**config.mk**
```make
export PLATFORM = sky130hd
export DESIGN_NAME = regfile_dump_reader
export DESIGN_NICKNAME = d
export VERILOG_FILES = /design/src/rtl/regfile_pkg.sv /design/src/rtl/regfile_dump_reader.sv
export SDC_FILE = /design/constraint.sdc
export NUM_CORES = 1
export LEC_CHECK = 0
export ABC_AREA = 1
export CORE_MARGIN = 3
export CORE_UTILIZATION = 40
export DETAILED_ROUTE_END_ITERATION = 10
export PLACE_DENSITY_LB_ADDON = 0.2
export REMOVE_ABC_BUFFERS = 1
export SLEW_MARGIN = 30
export SYNTH_ARGS = -nofsm -noshare
export SYNTH_HDL_FRONTEND = slang
export SYNTH_SLANG_ARGS = --single-unit
```
**constraint.sdc**
```tcl
create_clock -name clk -period 1.3 [get_ports clk]
set_input_delay 0.195 -clock clk [delete_from_list [all_inputs] [get_ports clk]]
set_output_delay 0.195 -clock clk [all_outputs]
set_load 0.05 [all_outputs]
```
**src/rtl/regfile_pkg.sv**
```systemverilog
// Shared register-file types: address/data widths and the dump reader's state encoding.
package regfile_pkg;

  localparam int REG_ADDR_W = 5;
  localparam int REG_DATA_W = 32;
  localparam int NUM_REGS   = 32;

  typedef logic [REG_ADDR_W-1:0] reg_addr_t;
  typedef logic [REG_DATA_W-1:0] reg_data_t;

  typedef enum logic [2:0] {
    IDLE,
    READ,
    SEND,
    SUM,
    FINISH
  } dump_state_t;

endpackage

```
**src/rtl/regfile_dump_reader.sv**
```systemverilog
// Walks register-file addresses FIRST_REG..LAST_REG through one read port and streams each word out.
// Optional trailing XOR checksum beat is built when REGFILE_DUMP_CHECKSUM_EN is defined.
//
// state  | meaning
// IDLE   | waiting for start, read address parked at 0
// READ   | read port driven with ptr, word captured into the output register
// SEND   | beat presented, waiting for out_ready
// SUM    | checksum beat presented (checksum build only)
// FINISH | one-cycle done pulse, then back to IDLE
import regfile_pkg::*;

module regfile_dump_reader #(
  parameter int FIRST_REG = 0,
  parameter int LAST_REG  = 31
) (
  input  logic      clk,
  input  logic      rst,
  input  logic      start,
  output logic      busy,
  output logic      done,
  output reg_addr_t rf_rd_addr,
  input  reg_data_t rf_rd_data,
  output logic      out_valid,
  input  logic      out_ready,
  output reg_data_t out_data,
  output reg_addr_t out_index,
  output logic      out_last
);

  if (FIRST_REG > LAST_REG || FIRST_REG < 0 || LAST_REG >= NUM_REGS) begin : g_bad_range
    $error("regfile_dump_reader: need 0 <= FIRST_REG <= LAST_REG < NUM_REGS");
  end

  localparam reg_addr_t FIRST_A = reg_addr_t'(FIRST_REG);
  localparam reg_addr_t LAST_A  = reg_addr_t'(LAST_REG);

  dump_state_t state;
  reg_addr_t   ptr;
  logic        hs;

  assign hs = out_valid & out_ready;

`ifdef REGFILE_DUMP_CHECKSUM_EN
  reg_data_t acc;

  always_ff @(posedge clk or negedge rst) begin
    if (!rst) begin
      acc <= '0;
    end else if (state == IDLE && start) begin
      acc <= '0;
    end else if (state == SEND && hs) begin
      acc <= acc ^ out_data;
    end
  end
`endif

  always_ff @(posedge clk or negedge rst) begin
    if (!rst) begin
      state      <= IDLE;
      ptr        <= FIRST_A;
      busy       <= 1'b0;
      done       <= 1'b0;
      rf_rd_addr <= '0;
      out_valid  <= 1'b0;
      out_data   <= '0;
      out_index  <= '0;
      out_last   <= 1'b0;
    end else begin
      done <= 1'b0;
      case (state)
        IDLE: begin
          if (start) begin
            ptr        <= FIRST_A;
            rf_rd_addr <= FIRST_A;
            busy       <= 1'b1;
            state      <= READ;
          end
        end
        READ: begin
          out_data   <= rf_rd_data;
          out_index  <= ptr;
`ifdef REGFILE_DUMP_CHECKSUM_EN
          out_last   <= 1'b0;
`else
          out_last   <= (ptr == LAST_A);
`endif
          out_valid  <= 1'b1;
          rf_rd_addr <= '0;
          state      <= SEND;
        end
        SEND: begin
          if (hs) begin
            out_valid <= 1'b0;
            // Compare before incrementing so LAST_REG=31 never wraps ptr to 0.
            if (ptr == LAST_A) begin
`ifdef REGFILE_DUMP_CHECKSUM_EN
              out_data  <= acc ^ out_data;
              out_index <= '0;
              out_last  <= 1'b1;
              out_valid <= 1'b1;
              state     <= SUM;
`else
              busy  <= 1'b0;
              done  <= 1'b1;
              state <= FINISH;
`endif
            end else begin
              ptr        <= ptr + reg_addr_t'(1);
              rf_rd_addr <= ptr + reg_addr_t'(1);
              state      <= READ;
            end
          end
        end
`ifdef REGFILE_DUMP_CHECKSUM_EN
        SUM: begin
          if (hs) begin
            out_valid <= 1'b0;
            busy      <= 1'b0;
            done      <= 1'b1;
            state     <= FINISH;
          end
        end
`endif
        FINISH: state <= IDLE;
        default: begin
          busy      <= 1'b0;
          out_valid <= 1'b0;
          state     <= IDLE;
        end
      endcase
    end
  end

endmodule

```
==> reports/summary.log <==
INFO  run_status     run_status=finished, violations left
INFO  run_status     failed_checks=setup timing
INFO  sta            worst_pin_slew=0.289ns
INFO  clocking       cts_tree=built
INFO  setup_path     cpMaxStageDelayCell=sky130_fd_sc_hd__dfrtp_1
INFO  setup_path     destination_of_the_worst_register_to_register_timing_path=rf_rd_addr[0]
INFO  setup_path     slowest_delay=0.40ns
INFO  global_routing grt_residual_overflow=0
INFO  route          detail-route-antenna-nets=0
INFO  setup_path     cp_cell_sequence=ha_2 -> nand2_2 -> nor2_4 -> ha_4 -> buf_4 -> nor2_2 -> nand3_1 -> nand2_1
INFO  power_and_ir_drop powerDensity=2820nW/um^2
INFO  route          postRouteWirelength=5.50mm
INFO  finish         finish.net_count=327
INFO  floorplanning  core_area=5570squm
INFO  sta            post-route-min-period=1.43ns
INFO  clocking       cts.sink_count=54
INFO  sta            finalHoldViolations=0
INFO  setup_path     cp.depth=8
INFO  global_routing grt_start_max_net_pins=55
INFO  setup_path     timing_worst_setup_path_type=reg2reg
INFO  sta            post-route-period-util=110%
INFO  setup_path     critPathLaunch=ptr[0]
INFO  placement      io_port_bufs=81
INFO  logic_synthesis syn-cell-area=2330squm
INFO  logic_synthesis sequential_share_of_the_synthesized_area=58.0%
INFO  clocking       number_of_buffers_created_by_cts=5
INFO  sta            final_critical_path_setup_slack=-0.130ns
INFO  power_and_ir_drop leakage_power_of_the_design=1.97nW
INFO  setup_path     critPathRequiredTime=1.54ns
INFO  setup_path     cp_top_family=simple AND/OR/NAND/NOR gates
INFO  placement      numPlacedInstances=347
INFO  route          drtIter0Drc=63
INFO  finish         antenna_cells_inserted=0
INFO  global_routing first_global_vias=1693
INFO  route          drt_drc_violations_left=0
INFO  setup_path     worstSetupStartpointType=flop
INFO  setup_path     crit_path_max_fanout=4
INFO  clocking       worstSkewPairLatency=0.30ns
INFO  setup_path     r2r_cells=8
INFO  setup_path     end_kind=flop
INFO  logic_synthesis synth_cells=184
INFO  sta            grt_setup_unrepaired=yes
INFO  power_and_ir_drop peakVddDrop=1550uV
INFO  clocking       cts_root_buf=sky130_fd_sc_hd__clkbuf_8
INFO  finish         most_used_cells_in_the_layout_excluding_fill_and_tap_cells=sky130_fd_sc_hd__dfrtp_1, sky130_fd_sc_hd__buf_12, sky130_fd_sc_hd__nand2_1
INFO  logic_synthesis postSynthAreaPerCell=12.7squm
INFO  floorplanning  chipHeight=82.3um
INFO  route          drt_pre_antenna_iters=4
INFO  sta            slew-limit-headroom=80.7%
INFO  floorplanning  die_width=82.3um
INFO  sta            maxSlewViolCount=0
INFO  setup_path     timing.reg2reg.setup_slack=-0.13ns
INFO  sta            skew=0.00856ns
INFO  route          route.detailed.vias_per_inst=4.67
INFO  placement      dp.final_hpwl=3.97mm
INFO  finish         layoutNonFillerInstCount=362
INFO  power_and_ir_drop power.total=11.3mW
INFO  floorplanning  row_count=27
INFO  placement      gp_routability_congestion=0.810
INFO  global_routing grt_pass1_wl=8.43mm
INFO  setup_path     path_buf_inv=1
INFO  floorplanning  io-pin-count=82
INFO  floorplanning  design.die.area=6780squm
INFO  logic_synthesis yosys_register_bits=54
INFO  route          detailroute.via_count=1691
INFO  finish         syn_to_final_growth=71.9%
INFO  sta            setup_viol_count_final=11
INFO  setup_path     cp_data_arrival_time=1.67ns
INFO  job            max_cap_viols=0
INFO  logic_synthesis synthDistinctLibCells=21
INFO  clocking       cts_htree_levels=2
INFO  global_routing globalRouteTotalUtil=16.3%
INFO  global_routing number_of_antenna_violations_at_the_first_check_in_global_routing=0
INFO  min_path       hp-class=in2async
INFO  route          wl_per_cell=15.2um
INFO  logic_synthesis yosysWarningCount=0
INFO  floorplanning  effective_utilization_at_floorplan=41.8%
INFO  setup_path     reg2reg_from=ptr[0]
INFO  clocking       post_cts_clock_slew_at_the_launch_and_capture_registers_of_the_worst_setup_and_hold_paths=0.10ns
INFO  sta            maxClockFrequency=699MHz
INFO  finish         most_frequent_standard_cell_in_the_layout_excluding_fill_and_tap_cells=sky130_fd_sc_hd__dfrtp_1
INFO  clocking       clockBufferDepth=2
INFO  finish         final_layout_size_suffix_gt1_share=45.2%
## power breakdown
part	total (mW)	leakage, nW	internal (mW)	switching [mW]
Sequential	3.06	0.670	2.35	0.712
Clock	0.911	0.0452	0.381	0.529
Combinational	7.34	1.25	3.84	3.50
## kinds of logic after synthesis
group / count (synthesis) / synth area share (%)
compound gates: 6 / 1.29
fa+ha+maj: 2 / 1.07
flops: 54 / 58.0
mux: 35 / 22.1
simple gates: 72 / 14.1
buf+inv: 15 / 3.54
## synthesized netlist by cell type
| cell type | instances | area (sq um) |
|---|---|---|
| sky130_fd_sc_hd__dfrtp_1 | 54 | 1350 |
| sky130_fd_sc_hd__nand2_1 | 44 | 165 |
| sky130_fd_sc_hd__mux2_4 | 32 | 480 |
| sky130_fd_sc_hd__nor2_1 | 13 | 48.8 |
| sky130_fd_sc_hd__inv_1 | 8 | 30.0 |
| sky130_fd_sc_hd__nand3_1 | 4 | 20.0 |
| sky130_fd_sc_hd__o21ai_0 | 4 | 20.0 |
| sky130_fd_sc_hd__buf_6 | 3 | 33.8 |
| sky130_fd_sc_hd__inv_2 | 3 | 11.3 |
| sky130_fd_sc_hd__mux2_2 | 3 | 33.8 |
| sky130_fd_sc_hd__nand2_2 | 3 | 18.8 |
| sky130_fd_sc_hd__nand3_2 | 3 | 30.0 |
| sky130_fd_sc_hd__ha_1 | 2 | 25.0 |
| sky130_fd_sc_hd__a21oi_1 | 1 | 5.00 |
| sky130_fd_sc_hd__buf_4 | 1 | 7.51 |
| sky130_fd_sc_hd__nand3_4 | 1 | 17.5 |
| sky130_fd_sc_hd__nand3b_1 | 1 | 7.51 |
| sky130_fd_sc_hd__nand4_1 | 1 | 6.26 |
| sky130_fd_sc_hd__nor2_2 | 1 | 6.26 |
| sky130_fd_sc_hd__nor3b_1 | 1 | 7.51 |
| sky130_fd_sc_hd__o21ai_1 | 1 | 5.00 |
## layer usage
metal / vias to the layer above / wire length [um] / global-route usage (%)
met4: 0 / 53 / 4.49
met2: 56 / 2510 / 23.6
li1: 809 / - / -
met5: - / 0 / 0
met3: 5 / 428 / 4.45
met1: 821 / 2510 / 23.9
## registers in the layout (all words and copies together) (netlist names)
register    flops
out_last        1
state           3
out_index       5
busy            1
ptr             5
out_data       32
rf_rd_addr      5
done            1
out_valid       1
## metrics by stage
step	setup TNS, ns	util [%]	hold WS, ns	setup WS, ns	area [sq um]
6_report	-1.20	71.9	0.415	-0.130	4010
5_1_grt	-3.06	71.9	0.441	-0.219	4010
4_1_cts	-1.55	70.5	0.427	-0.165	3930
3_5_place_dp	-2.39	68.2	0.217	-0.291	3800
3_3_place_gp	-1.84	68.2	0.215	-0.182	3800
2_1_floorplan	-11.23	-	-0.101	-0.277	2290
## worst min-delay path: stages
cell and delay [ns]:
sky130_fd_sc_hd__dlygate4sd3_1 0.52, sky130_fd_sc_hd__buf_2 0.12, sky130_fd_sc_hd__buf_12 0.28
## timing repair
action,4_1_cts,5_1_grt
endpoints found under the hold margin,54,0
setup endpoints to repair,14,46
setup buffers,2,3
gates resized for setup,9,7
hold buffers,1,0
gates cloned,0,1
pin swaps,11,8
## worst max-delay path by stage
stage | to | slack, ns
2_1_floorplan | out_data[10] | -0.28
3_3_place_gp | busy | -0.18
3_5_place_dp | busy | -0.29
4_1_cts | rf_rd_addr[4] | -0.17
5_1_grt | rf_rd_addr[2] | -0.22
6_report | rf_rd_addr[0] | -0.13
## cell type report
class | count | area (sq um)
sequential | 54 | 1350
clock inverter | 2 | 13.8
timing repair buffer | 102 | 1500
tap | 72 | 90.1
multi-input combinational | 115 | 938
clock buffer | 6 | 72.6
inverter | 11 | 43.8
fill | 350 | 1570
Power figures use the tool's default switching activity.
